--- src/rtl/cf_fft_bfly_param.sv ---
// Radix-2 DIT FFT butterfly: P = A + W*B, M = A - W*B, with a half-circle twiddle ROM,
// 4-stage clock-enabled pipeline, per-sample inverse/scale, rounding and saturation options.
module cf_fft_bfly_param #(
  parameter int DW     = 8,
  parameter int TW     = 8,
  parameter int ADDR_W = 7,
  parameter int ROUND  = 0,
  parameter int SAT    = 1
) (
  input  logic                clock_c,
  input  logic                reset_n,
  input  logic                ce,
  input  logic                in_valid,
  input  logic [2*DW-1:0]     in_a,
  input  logic [2*DW-1:0]     in_b,
  input  logic [ADDR_W-1:0]   in_k,
  input  logic                in_inv,
  input  logic                in_scale,
  input  logic                clr_ovf,
  output logic                out_valid,
  output logic [2*DW-1:0]     out_p,
  output logic [2*DW-1:0]     out_m,
  output logic                ovf
);

  localparam int  N    = 1 << ADDR_W;
  localparam int  PW   = DW + TW;
  localparam int  SW   = DW + 2;
  localparam int  AW   = DW + 3;
  localparam int  MAXW = (1 << (TW - 1)) - 1;
  localparam int  RND3 = (ROUND != 0) ? (1 << (TW - 2)) : 0;
  localparam int  RND4 = (ROUND != 0) ? 1 : 0;
  localparam real PI   = 3.14159265358979323846;

  localparam logic signed [TW-1:0] W_MIN  = {1'b1, {(TW-1){1'b0}}};
  localparam logic signed [TW-1:0] W_MAX  = ~W_MIN;
  localparam logic signed [AW-1:0] LIM_HI = AW'((1 << (DW - 1)) - 1);
  localparam logic signed [AW-1:0] LIM_LO = AW'(-(1 << (DW - 1)));

  function automatic int tw_val(input int k, input bit im);
    real ang;
    real v;
    int  r;
    ang = PI * real'(k) / real'(N);
    v   = im ? -real'(1 << (TW - 1)) * $sin(ang) : real'(1 << (TW - 1)) * $cos(ang);
    r   = $rtoi($floor(v));
    if (r > MAXW) r = MAXW;
    return r;
  endfunction

  logic signed [TW-1:0] rom_re [N];
  logic signed [TW-1:0] rom_im [N];

  for (genvar g = 0; g < N; g++) begin : g_rom
    localparam int RE = tw_val(g, 1'b0);
    localparam int IM = tw_val(g, 1'b1);
    assign rom_re[g] = TW'(RE);
    assign rom_im[g] = TW'(IM);
  end

  // Conjugate for inverse; -(-full scale) cannot be represented, so clamp it.
  logic signed [TW-1:0] w_re, w_im;
  always_comb begin
    w_re = rom_re[in_k];
    w_im = rom_im[in_k];
    if (in_inv) w_im = (w_im == W_MIN) ? W_MAX : -w_im;
  end

  logic                 s1_valid, s1_scale;
  logic signed [DW-1:0] s1_are, s1_aim, s1_bre, s1_bim;
  logic signed [TW-1:0] s1_wre, s1_wim;

  always_ff @(posedge clock_c or negedge reset_n) begin
    if (!reset_n) begin
      s1_valid <= 1'b0;
      s1_scale <= 1'b0;
      s1_are   <= '0;
      s1_aim   <= '0;
      s1_bre   <= '0;
      s1_bim   <= '0;
      s1_wre   <= '0;
      s1_wim   <= '0;
    end else if (ce) begin
      s1_valid <= in_valid;
      s1_scale <= in_scale;
      s1_are   <= in_a[2*DW-1:DW];
      s1_aim   <= in_a[DW-1:0];
      s1_bre   <= in_b[2*DW-1:DW];
      s1_bim   <= in_b[DW-1:0];
      s1_wre   <= w_re;
      s1_wim   <= w_im;
    end
  end

  logic                 s2_valid, s2_scale;
  logic signed [DW-1:0] s2_are, s2_aim;
  logic signed [PW-1:0] s2_rr, s2_ii, s2_ri, s2_ir;

  always_ff @(posedge clock_c or negedge reset_n) begin
    if (!reset_n) begin
      s2_valid <= 1'b0;
      s2_scale <= 1'b0;
      s2_are   <= '0;
      s2_aim   <= '0;
      s2_rr    <= '0;
      s2_ii    <= '0;
      s2_ri    <= '0;
      s2_ir    <= '0;
    end else if (ce) begin
      s2_valid <= s1_valid;
      s2_scale <= s1_scale;
      s2_are   <= s1_are;
      s2_aim   <= s1_aim;
      s2_rr    <= PW'(s1_bre) * PW'(s1_wre);
      s2_ii    <= PW'(s1_bim) * PW'(s1_wim);
      s2_ri    <= PW'(s1_bre) * PW'(s1_wim);
      s2_ir    <= PW'(s1_bim) * PW'(s1_wre);
    end
  end

  // Rounding bias is folded into the combine so the shift back to Q0 is a plain >>>.
  logic signed [PW:0] re_full, im_full;
  always_comb begin
    re_full = (PW+1)'(s2_rr) - (PW+1)'(s2_ii) + (PW+1)'(RND3);
    im_full = (PW+1)'(s2_ri) + (PW+1)'(s2_ir) + (PW+1)'(RND3);
  end

  logic                 s3_valid, s3_scale;
  logic signed [DW-1:0] s3_are, s3_aim;
  logic signed [SW-1:0] s3_wbre, s3_wbim;

  always_ff @(posedge clock_c or negedge reset_n) begin
    if (!reset_n) begin
      s3_valid <= 1'b0;
      s3_scale <= 1'b0;
      s3_are   <= '0;
      s3_aim   <= '0;
      s3_wbre  <= '0;
      s3_wbim  <= '0;
    end else if (ce) begin
      s3_valid <= s2_valid;
      s3_scale <= s2_scale;
      s3_are   <= s2_are;
      s3_aim   <= s2_aim;
      s3_wbre  <= SW'(re_full >>> (TW - 1));
      s3_wbim  <= SW'(im_full >>> (TW - 1));
    end
  end

  logic signed [AW-1:0] sum [4];
  logic signed [AW-1:0] adj [4];
  logic        [DW-1:0] red [4];
  logic        [3:0]    comp_ovf;

  always_comb begin
    sum[0] = AW'(s3_are) + AW'(s3_wbre);
    sum[1] = AW'(s3_aim) + AW'(s3_wbim);
    sum[2] = AW'(s3_are) - AW'(s3_wbre);
    sum[3] = AW'(s3_aim) - AW'(s3_wbim);
    for (int i = 0; i < 4; i++) begin
      adj[i]      = s3_scale ? ((sum[i] + AW'(RND4)) >>> 1) : sum[i];
      comp_ovf[i] = (adj[i] > LIM_HI) || (adj[i] < LIM_LO);
      if ((SAT != 0) && comp_ovf[i])
        red[i] = adj[i][AW-1] ? {1'b1, {(DW-1){1'b0}}} : {1'b0, {(DW-1){1'b1}}};
      else
        red[i] = adj[i][DW-1:0];
    end
  end

  logic ovf_event;
  assign ovf_event = ce && s3_valid && (|comp_ovf);

  always_ff @(posedge clock_c or negedge reset_n) begin
    if (!reset_n) begin
      out_valid <= 1'b0;
      out_p     <= '0;
      out_m     <= '0;
    end else if (ce) begin
      out_valid <= s3_valid;
      out_p     <= {red[0], red[1]};
      out_m     <= {red[2], red[3]};
    end
  end

  // Sticky flag: clear ignores ce, and a same-edge overflow wins over the clear.
  always_ff @(posedge clock_c or negedge reset_n) begin
    if (!reset_n)       ovf <= 1'b0;
    else if (ovf_event) ovf <= 1'b1;
    else if (clr_ovf)   ovf <= 1'b0;
  end

endmodule
--- config.mk ---
export PLATFORM = sky130hd
export DESIGN_NAME = cf_fft_bfly_param
export DESIGN_NICKNAME = d
export VERILOG_FILES = /design/src/rtl/cf_fft_bfly_param.sv
export SDC_FILE = /design/constraint.sdc
export NUM_CORES = 1
export LEC_CHECK = 0
export CORE_UTILIZATION = 38
export DETAILED_ROUTE_END_ITERATION = 10
export MAX_ROUTING_LAYER = met4
export PLACE_DENSITY = 0.61
export SETUP_SLACK_MARGIN = 0.02
export SLEW_MARGIN = 20
export SYNTH_ARGS = -nofsm -noshare
export SYNTH_HDL_FRONTEND = slang
export SYNTH_SLANG_ARGS = --single-unit
--- constraint.sdc ---
create_clock -name clock_c -period 5.1 [get_ports clock_c]
set_input_delay 1.02 -clock clock_c [delete_from_list [all_inputs] [get_ports clock_c]]
set_output_delay 1.02 -clock clock_c [all_outputs]
set_load 0.05 [all_outputs]
Yosys cells after proc, flatten, opt, wreduce, memory -nomap -nowiden

Memories as Yosys holds them, arrays and structs flattened. A register that Yosys moved wholly into a read port is not among the register bits.
Index checks and enable logic that the tools add are counted.

Add/subtract/negate cells: 7
$mul: 4
Order comparisons: 9
Equality and inequality tests: 1
Mux-type cells: 18
Bitwise logic cells: 1
Reductions and logical operators: 9

Operator list:

| kind                  | number |
|---|---|
| $mux W8               | 12 |
| $mul A8 B8 Y16        | 4 |
| $gt A11 B8 Y1 const B | 4 |
| $lt A11 B8 Y1 const B | 4 |
| $mux W10              | 4 |
| $add A8 B10 Y11       | 2 |
| $sub A8 B10 Y11       | 2 |
| $add A16 B16 Y17      | 1 |
| $sub A16 B16 Y17      | 1 |
| $eq A8 B8 Y1 const B  | 1 |
| $ge A8 B8 Y1 const B  | 1 |
| $neg A8 Y8            | 1 |
| $not A7 Y8            | 1 |
| $logic_or A1 B1 Y1    | 4 |
| $reduce_or A4 Y1      | 1 |
| $logic_and A1 B1 Y1   | 2 |
| $mux W1               | 2 |
| $reduce_bool A2 Y1    | 1 |
| $logic_not A1 Y1      | 1 |

Bits in registers: 196
Bits in read-only memories: 2048
Input bits: 46
Output and inout port bits: 34
Word-level logic and storage cells: 76
Memories kept: 2

Memory list:

| name             | words | bits a word | rd ports | clocked after Yosys merged registers in | wr ports | line | source |
|---|---|---|---|---|---|---|---|
| (name not given) | 128   | 8           | 1        | 0                                       | 0        | 65   | `w_im = rom_im[in_k];` |
| (name not given) | 128   | 8           | 1        | 1                                       | 0        | 64   | `w_re = rom_re[in_k];` |

Longest topological paths before layout

Depth in word-level cells: 7
Depth in mapped cells: 22

Least setup slack after synthesis

No wires, ideal clock.

Path type: register to register
Start point: register s1_wim[7]
End point: register s2_ii[14]
Data arrival time: 4.503 ns
Setup slack: 0.501 ns
Cell stages (with the launch flop): 18
Clock period less this slack: 4.599 ns
Cells stage by stage: dfrtp_1 -> inv_1 -> clkbuf_1 -> nor2_1 -> fa_1 -> fa_1 -> fa_1 -> inv_1 -> fa_1 -> inv_1 -> ha_1 -> a21boi_0 -> o21ai_0 -> a21oi_1 -> o21ai_0 -> a211oi_1 -> o21a_1 -> o31ai_1

Word-level cells in the longest chain between the ends: 1

Ends and longest elaborated chain:

| element                | line | source |
|---|---|---|
| from (decl)            | 71   | `logic signed [TW-1:0] s1_wre, s1_wim;` |
| from (signal assigned) | 91   | `s1_wim <= w_im;` |
| $mul A8 B8 Y16         | 115  | `s2_ii <= PW'(s1_bim) * PW'(s1_wim);` |
| to (signal assigned)   | 115  |  |
| to (decl)              | 97   | `logic signed [PW-1:0] s2_rr, s2_ii, s2_ri, s2_ir;` |

Every way passes these cells.
A chain may end at the register's enable or synchronous reset.

Final worst setup path

Start point: register s1_wim[7]
End point: register s2_ri[12]

Word-level cells in the longest chain between the ends: 1

Ends and longest elaborated chain:

| element              | line | source |
|---|---|---|
| $mul A8 B8 Y16       | 116  | `s2_ri <= PW'(s1_bre) * PW'(s1_wim);` |
| to (signal assigned) | 116  |  |
| to (decl)            | 97   |  |

Every way passes these cells.

==> flow_metrics.tcl <==
set metrics [dict create \
    status "finished clean" \
    worst-path-max-fanout 5 \
    hold_buffers 0 \
    cts_tree "built" \
    r2r_slack_ns 0.25 \
    placed_cell_area_mm2 0.0242 \
    cts_made_buffers 24 \
    synth_largest_area_cell "dfrtp_1" \
    r2r_start "s1_wim[7]$_DFFE_PN0P_" \
    fillers 5574 \
    die_x_um 245 \
    synth.top_cell.area_share 0.228 \
    avgSynthCellArea_um2 9.41 \
    synth_fp_nets 2850 \
    tns_ns 0 \
    fp.dieArea_mm2 0.0600 \
    cap_viol_max_count 0 \
    firstDrtPassIters 5 \
    remaining_drc_errors 0 \
    worstMarginPinSlew_ns 0.901 \
    antenna_cells 0 \
    cts_max_level 1 \
    clk_path_buf_depth 3 \
    startpoint "s1_wim[7]$_DFFE_PN0P_" \
    grt_util_all_layers 0.189 \
    drv_slew 0 \
    hold_path.class "flop to flop" \
    antenna_found_initial 0 \
    synth.most_common_cell "inv_1" \
    vias 16400 \
    period_share 0.951 \
    fmax_ghz 0.206 \
    clk_pin_slew_ns 0.07 \
    final-seq-area_mm2 0.00513 \
    post_drt_wl_per_cell_um 16.5 \
    dp.cells 3193 \
    yosysSeqAreaShare 0.228 \
    ios 80 \
    drt-vias-per-instance 5.07 \
    clock-sinks 204 \
    rsz0062_at_grt "false" \
    fin_area_mm2 0.0252 \
    hold_viol_final 0 \
    multiInputGateArea_mm2 0.0154 \
    final_cells 3240 \
    crit_type "flop to flop" \
    finalSetupViolations 0 \
    cts_root_buf "clkbuf_16" \
    synth_edf_count 0 \
    syn_inst 2384 \
    cp_data_required_time_ns 5.54 \
    layout.nets 2924 \
    synth_common_cells "inv_1, fa_1, dfrtp_1" \
    grt_remaining_overflow 0 \
    totalWireLength_mm 53.4 \
    end_kind "flop" \
    synth_area_leaders "dfrtp_1, fa_1, ha_1" \
    insertion_delay_ns 0.56 \
    startpoint_type "flop" \
    fin_crit_ns 4.85 \
    clock_skew_ns 0.0147 \
    worstRegToRegCells 18 \
    core_region_area_mm2 0.0580 \
    grt_pass1_wl_mm 89.4 \
    synthFlopType "dfrtp_1" \
    r2r-end "s2_ri[12]$_DFFE_PN0P_" \
    synthArstFlopShare 1.00 \
    syn_area_mm2 0.0224 \
    area_growth_pct 12.3 \
    ys_seq_elements 204 \
    io_buffers 79 \
    grt_max_degree 110 \
    start_util 0.386 \
    min_from "s2_rr[10]$_DFFE_PN0P_" \
    worstPathArrival_ns 5.28 \
    slew_headroom 0.399 \
    antenna_left 0 \
    die_h_um 245 \
    layout-drive-gt1-share 0.123 \
    endpoint "s2_ri[12]$_DFFE_PN0P_" \
    synth_cell_types 92 \
    hpwlAfterDp_mm 42.6 \
    drt_iter0_drc 920 \
    gp_congestion 0.844 \
    grt_pass1_vias 17200 \
    rows 88 \
    ys_warn_count 0 \
]
-- cell families after synthesis --
family                   after synthesis  share of synthesized area
AO/OA/AOI/OAI                        390                      0.115
XOR/XNOR                             104                     0.0406
adder cells (fa/ha/maj)              420                      0.309
buffers and inverters                482                     0.0848
flip-flops                           204                      0.228
multiplexers                         149                     0.0758
AND/OR/NAND/NOR                      635                      0.146
-- per-layer routing --
layer | global-route usage | vias to the layer above | part of all wire
met1 | 0.253 | 8120 | 0.47
met4 | 0.0489 | 0 | 0.026
li1 | - | 7936 | -
met5 | - | - | 0
met3 | 0.0235 | 79 | 0.041
met2 | 0.302 | 287 | 0.46
-- registers in the layout, indices dropped and copies added (netlist names), 8 cells and up --
register	count
s3_aim	8
s1_aim	8
s1_bim	8
s1_bre	8
s1_wre	8
s3_wbim	10
s3_are	8
s1_wim	8
s2_rr	16
s2_aim	8
s3_wbre	10
s2_ri	16
s2_ii	16
s2_are	8
out_p	16
s1_are	8
out_m	16
s2_ir	16
-- cell type report --
type                            instances  share of cell area
Clock buffer                           32              0.0274
Clock inverter                         11             0.00606
Inverter                              373              0.0557
Multi-Input combinational cell       1698               0.613
Sequential cell                       204               0.204
Tap cell                              765              0.0380
Timing Repair Buffer                  157              0.0558
-- worst max-delay path, cell delays in order (launching register included) --
cell	delay (ns)
dfrtp_2	0.48
clkinvlp_4	0.22
buf_4	0.19
fa_1	0.49
fa_1	0.51
inv_1	0.06
fa_1	0.53
inv_1	0.05
fa_1	0.47
inv_1	0.04
ha_1	0.31
o21ai_0	0.12
a21boi_1	0.13
o21ai_0	0.25
a21oi_1	0.13
o21ai_1	0.20
nor2b_1	0.20
xnor2_1	0.08
mux2_2	0.26
-- how the worst min path moves through the flow --
stage / cells after the start / endpoint
floorplan: 2 / s2_ii[14]$_DFFE_PN0P_
finish: 1 / s2_rr[10]$_DFFE_PN0P_
global placement: 2 / s3_are[0]$_DFFE_PN0P_
CTS: 2 / s3_are[0]$_DFFE_PN0P_
global route: 1 / s2_rr[10]$_DFFE_PN0P_
detailed placement: 1 / s2_rr[10]$_DFFE_PN0P_
-- through the flow --
stage	setup WS [ns]	hold WS, ns	utilization
global placement	0.0958	0.471	0.418
floorplan	0.501	0.449	-
global route	0.0226	0.514	0.434
CTS	0.0516	0.493	0.433
detailed placement	0.0257	0.478	0.418
finish	0.252	0.493	0.434
-- layout by cell type, fill, tap and decap left out, drive strengths merged, types with 91 or more instances in the layout --
cell   instances
a21oi         93
and2         154
dfrtp        204
fa           224
ha           196
inv          372
mux2         111
nand2        161
nor2         128
o21ai         91
-- repair_timing --
| item | CTS | global route |
|---|---|---|
| setup endpoints to repair | 2 | 13 |
| buffers inserted | 2 | 2 |
| resized for setup | 2 | 29 |
| endpoints found under the hold margin | 0 | 0 |
| pin swaps | 0 | 1 |
Power is left out: the tool's default activity adds up to more than one toggle a clock period on the data nets, which glitch-free logic cannot reach.
==> variant 1 (config.mk and constraints unchanged) <==
Change the parameter `DW` from 8 to 9.
--- a/src/rtl/cf_fft_bfly_param.sv
+++ b/src/rtl/cf_fft_bfly_param.sv
@@ -1,7 +1,7 @@
 // Radix-2 DIT FFT butterfly: P = A + W*B, M = A - W*B, with a half-circle twiddle ROM,
 // 4-stage clock-enabled pipeline, per-sample inverse/scale, rounding and saturation options.
 module cf_fft_bfly_param #(
-  parameter int DW     = 8,
+  parameter int DW     = 9,
   parameter int TW     = 8,
   parameter int ADDR_W = 7,
   parameter int ROUND  = 0,
Interface: changed (resized in_a, in_b, out_m and out_p); port bits go from 80 to 88. The function was not compared with the original's and may differ.
==> variant 1 against the original RTL <==
  * Global-route usage up 0.30 points
  * Synthesized area up 7.2%
  * First-iteration DRC count up 7.1%
  * Sequential cell count is 18 higher
  * Clock skew increased by 15 ps
  * Worst setup slack improved by 15 ps
  * Die area is 7.1% higher
  * Routed wire length is 7.9% higher
  * Design area grew 8.4%
  * Count of clock-buffer cells in the layout increased by 5
  * Critical path type unchanged
Power is left out: the tool's default activity adds up to more than one toggle a clock period on the data nets, which glitch-free logic cannot reach.
==> variant 1: results (changes against the original RTL) <==
- Relative slew slack: 36.7% (-3.3 points)
- Clk_lat worst skew: 590 ps (+30 ps)
- Yosys cell types: 86 (-6.5%)
- Status: finished, final reports clean
- R2r worst-path depth: 16 (-2)
- DR top layer: met4
- Global Route Usage Sum: 19.2% (+0.30 points)
- HPWL Detailed: 45000 um (+5.5%)
- Maximum fanout along the worst path: 7 (+2)
- Placed cells: 3456 (+8.2%)
- Hold Path Stages: 2 (+1)
- Pin count of the biggest net entering global routing: 118 (+7.3%)
- Drt via density: 5.05 (-0.40%)
- Synth warn: 0 (unchanged)
- Post-Route WL: 57600 um (+7.9%)
- N_diodes: 0 (unchanged)
- Via Count: 17.7k (+8.1%)
- Initial antenna violation count: 1 (+1)
- Metal3 WL: 2360 um (+8.9%)
- Hold WS: 495 ps (+2.12 ps)
- 1st-iter DRT viols: 985 (+7.1%)
- First-pass GRT wire length: 97200 um (+8.7%)
- Worst Slack Setup Final: 267 ps (+15.2 ps)
- Avg Synthesized Cell Area: 9.37 um^2 (-0.39%)
- Area contributors post-synth: dfrtp_1, fa_1, ha_1
- Post-CTS Resized: 3 (+1)
- Seq/Total Area, Yosys: 23.1% (+0.35 points)
- Clk_skew: 29.7 ps (+15.1 ps)
- Worst EP arrival: 5260 ps (-20 ps)
- Final net count: 3165 (+8.2%)
- Layout cells sized above 1: 12.1% (-0.19 points)
- Fill count: 5927 (+6.3%)
- Final GP Congestion: 0.865 (+2.4%)
- Fin util: 44.0% (+0.59 points)
- Synth Net Count: 3073 (+7.8%)
- M1 WL: 26600 um (+5.1%)
- Most frequent cells after synthesis: inv_1, fa_1, dfrtp_1
- Placed inst area: 26200 um^2 (+8.2%)
- Vias in the first global route: 18.9k (+9.7%)
- Cts bufs inserted: 28 (+17%)
- Post-CTS setup buffer count: 0 (-2)
- Setup WS pre-CTS: -11.5 ps (-37.2 ps)
- Met2 wire length: 27600 um (+13%)
- Number of I/O port buffers: 87 (+10%)
[variant 1: cell types whose count changed in the layout (fill, tap and decap cells not counted), sizes merged, moves of 11 or more]
cell	unedited run	this run
mux2	111	125
buf	80	98
inv	372	395
a21oi	93	130
ha	196	210
dfrtp	204	222
nand2	161	184
nor2b	26	38
xnor2	76	90
fa	224	248
nor2	128	156
o21a	21	10
[variant 1: cell families after synthesis]
family                     after synthesis  share of synthesized area, %
and+or+nand+nor                        681                          14.2
buffers and inverters                  518                          8.31
adders and majority gates              458                          31.6
AOI/OAI and AO/OA                      406                          10.8
DFF                                    222                          23.1
muxes                                  165                          7.80
xor gates and xnor gates               115                          4.19
[variant 1: metal layers]
layer	vias to the layer above	track usage, %
met3	72	1.88
met5	-	-
met2	322	32.2
li1	8539	-
met4	0	3.83
met1	8811	25.2
[variant 1: worst max-delay path: cells and delay by family, from the launching register on]
kind	cells	cell delay, ps
adder cells (fa/ha/maj)	5	2260
buffers and inverters	4	560
multiplexers	1	120
XOR/XNOR	1	320
AND/OR/NAND/NOR	3	580
AO/OA/AOI/OAI	2	360
flip-flops	1	480
[variant 1: final timing paths]
check,start,end
max in group asynchronous,reset_n,s1_bim[2]
hold / removal,s2_aim[1],s3_aim[1]
setup reg to reg,s1_wim[7],s2_ii[13]
hold reg to reg,s2_aim[1],s3_aim[1]
min in group asynchronous,reset_n,s3_wbre[3]
setup / recovery,s1_wim[7],s2_ii[13]
[variant 1: layout make-up]
| class | count | area share, % |
|---|---|---|
| Clock buffer | 37 | 2.92 |
| Clock inverter | 14 | 0.527 |
| Inverter | 397 | 5.47 |
| Multi-Input combinational cell | 1825 | 60.5 |
| Sequential cell | 222 | 20.4 |
| Tap cell | 837 | 3.84 |
| Timing Repair Buffer | 183 | 6.33 |
==> variant 2 (config.mk and constraints unchanged) <==
Made on the original files. Reset style: synchronous (`reset_n`), changed in 5 clocked blocks.
--- a/src/rtl/cf_fft_bfly_param.sv
+++ b/src/rtl/cf_fft_bfly_param.sv
@@ -70,7 +70,7 @@
   logic signed [DW-1:0] s1_are, s1_aim, s1_bre, s1_bim;
   logic signed [TW-1:0] s1_wre, s1_wim;
 
-  always_ff @(posedge clock_c or negedge reset_n) begin
+  always_ff @(posedge clock_c) begin
     if (!reset_n) begin
       s1_valid <= 1'b0;
       s1_scale <= 1'b0;
@@ -96,7 +96,7 @@
   logic signed [DW-1:0] s2_are, s2_aim;
   logic signed [PW-1:0] s2_rr, s2_ii, s2_ri, s2_ir;
 
-  always_ff @(posedge clock_c or negedge reset_n) begin
+  always_ff @(posedge clock_c) begin
     if (!reset_n) begin
       s2_valid <= 1'b0;
       s2_scale <= 1'b0;
@@ -129,7 +129,7 @@
   logic signed [DW-1:0] s3_are, s3_aim;
   logic signed [SW-1:0] s3_wbre, s3_wbim;
 
-  always_ff @(posedge clock_c or negedge reset_n) begin
+  always_ff @(posedge clock_c) begin
     if (!reset_n) begin
       s3_valid <= 1'b0;
       s3_scale <= 1'b0;
@@ -170,7 +170,7 @@
   logic ovf_event;
   assign ovf_event = ce && s3_valid && (|comp_ovf);
 
-  always_ff @(posedge clock_c or negedge reset_n) begin
+  always_ff @(posedge clock_c) begin
     if (!reset_n) begin
       out_valid <= 1'b0;
       out_p     <= '0;
@@ -183,7 +183,7 @@
   end
 
   // Sticky flag: clear ignores ce, and a same-edge overflow wins over the clear.
-  always_ff @(posedge clock_c or negedge reset_n) begin
+  always_ff @(posedge clock_c) begin
     if (!reset_n)       ovf <= 1'b0;
     else if (ovf_event) ovf <= 1'b1;
     else if (clr_ovf)   ovf <= 1'b0;
Formal check against the unedited RTL: not equivalent (a bounded check fails within 10 cycles, from zero or initial values and one cycle with reset_n low; the reset may be asserted at any time).
==> variant 2 against the original RTL <==
  * Worst setup slack lost 9.6 ps
  * Die area is 1.4% lower
  * Hold slack worse by 20 ps
  * Sequential cell count is the same
  * Core utilization about the same
  * Design area decreased by 0.76%
  * Routed wire length up 1.8%
  * Synthesized area fell by 1.4%
  * Critical path type unchanged
  * Critical endpoint is now s2_ii[14]
Power is left out: it rests on default switching activity, and per cell area and clock period it moved more than threefold.
==> variant 2: results (changes against the original RTL) <==
- Relative slew slack: 47.7% (+7.8 points)
- Final net count: 3082 (+5.4%)
- Placed inst area: 24100 um^2 (-0.52%)
- Final GP Congestion: 0.868 (+2.8%)
- Hold Path Stages: 2 (+1)
- Via Count: 17.3k (+5.6%)
- CP max-delay cell: or4b_2
- Initial DRT Pass Iterations: 5 (unchanged)
- Worst EP arrival: 5350 ps (+70 ps)
- 1st-iter DRT viols: 1040 (+13%)
- Worst hold-check path type: reg -> reg
- Status: finished, final reports clean
- Setup WS pre-CTS: 45.7 ps (+20.0 ps)
- Most frequent cells after synthesis: inv_1, fa_1, dfxtp_1
- R2r worst-path depth: 16 (-2)
- Global Route Usage Sum: 19.2% (+0.34 points)
- Post-Syn Instances: 2541 (+6.6%)
- Asr flop ratio synth: 0% (-100 points)
- Seq/Total Area, Yosys: 18.5% (-4.3 points)
- Most used DFF post-synth: dfxtp_1
- Area contributors post-synth: fa_1, dfxtp_1, ha_1
- Maximum fanout along the worst path: 9 (+4)
- Clk_skew: 21.7 ps (+7.08 ps)
- Layout cells sized above 1: 8.32% (-4.0 points)
- Vias in the first global route: 17.6k (+2.4%)
- Post-CTS setup buffer count: 0 (-2)
- Synth Net Count: 3007 (+5.5%)
- First-pass GRT wire length: 90900 um (+1.7%)
- Pin count of the biggest net entering global routing: 90 (-18%)
- Post-Route WL: 54400 um (+1.8%)
- HPWL Detailed: 43200 um (+1.4%)
- Cts bufs inserted: 25 (+4.2%)
- Yosys cell types: 88 (-4.3%)
## variant 2: per-layer routing
metal	wire length, um	share of wire [%]	track usage, %	up-vias
met5	0	0	-	-
met1	25400	47	25.5	8498
met4	1090	2.0	3.72	0
li1	-	-	-	8481
met2	25500	47	31.3	298
met3	2340	4.3	2.69	60
## variant 2: worst max-delay path, delay by kind of cell (launching register included)
kind | cells | cell delay [ps]
AO/OA/AOI/OAI | 5 | 770
adder cells (fa/ha/maj) | 5 | 2410
buffers and inverters | 3 | 420
flip-flops | 1 | 330
AND/OR/NAND/NOR | 3 | 860
## variant 2: final timing paths
| check | end | slack [ps] | startpoint |
|---|---|---|---|
| min | s2_ii[0] | 470 | s2_ii[0] |
| min reg2reg | s2_ii[0] | 470 | s2_ii[0] |
| max | s2_ii[14] | 240 | s1_wim[7] |
| max reg2reg | s2_ii[14] | 240 | s1_wim[7] |
## variant 2: repair_timing
item,4_1_cts,5_1_grt
setup endpoints to repair,2,15
gates cloned,0,0
pin swaps,0,1
hold endpoints to repair,0,0
resized for setup,2,36
## variant 2: cell type report
type / instances / area [um^2]
fillers: 5636 / 32600
multi-input cells: 1844 / 16100
flip-flops and latches: 204 / 4120
repair buffers: 176 / 1560
inverters: 365 / 1370
well taps: 765 / 957
clock buffers: 34 / 699
clock inverters: 10 / 136
## variant 2: cells by family after synthesis
| group | Yosys count | share of synthesized area (%) |
|---|---|---|
| compound gates | 414 | 12.7 |
| xor+xnor | 93 | 3.68 |
| fa+ha+maj | 420 | 31.4 |
| buf+inv | 493 | 8.54 |
| flops | 204 | 18.5 |
| mux | 135 | 6.38 |
| simple gates | 782 | 18.9 |
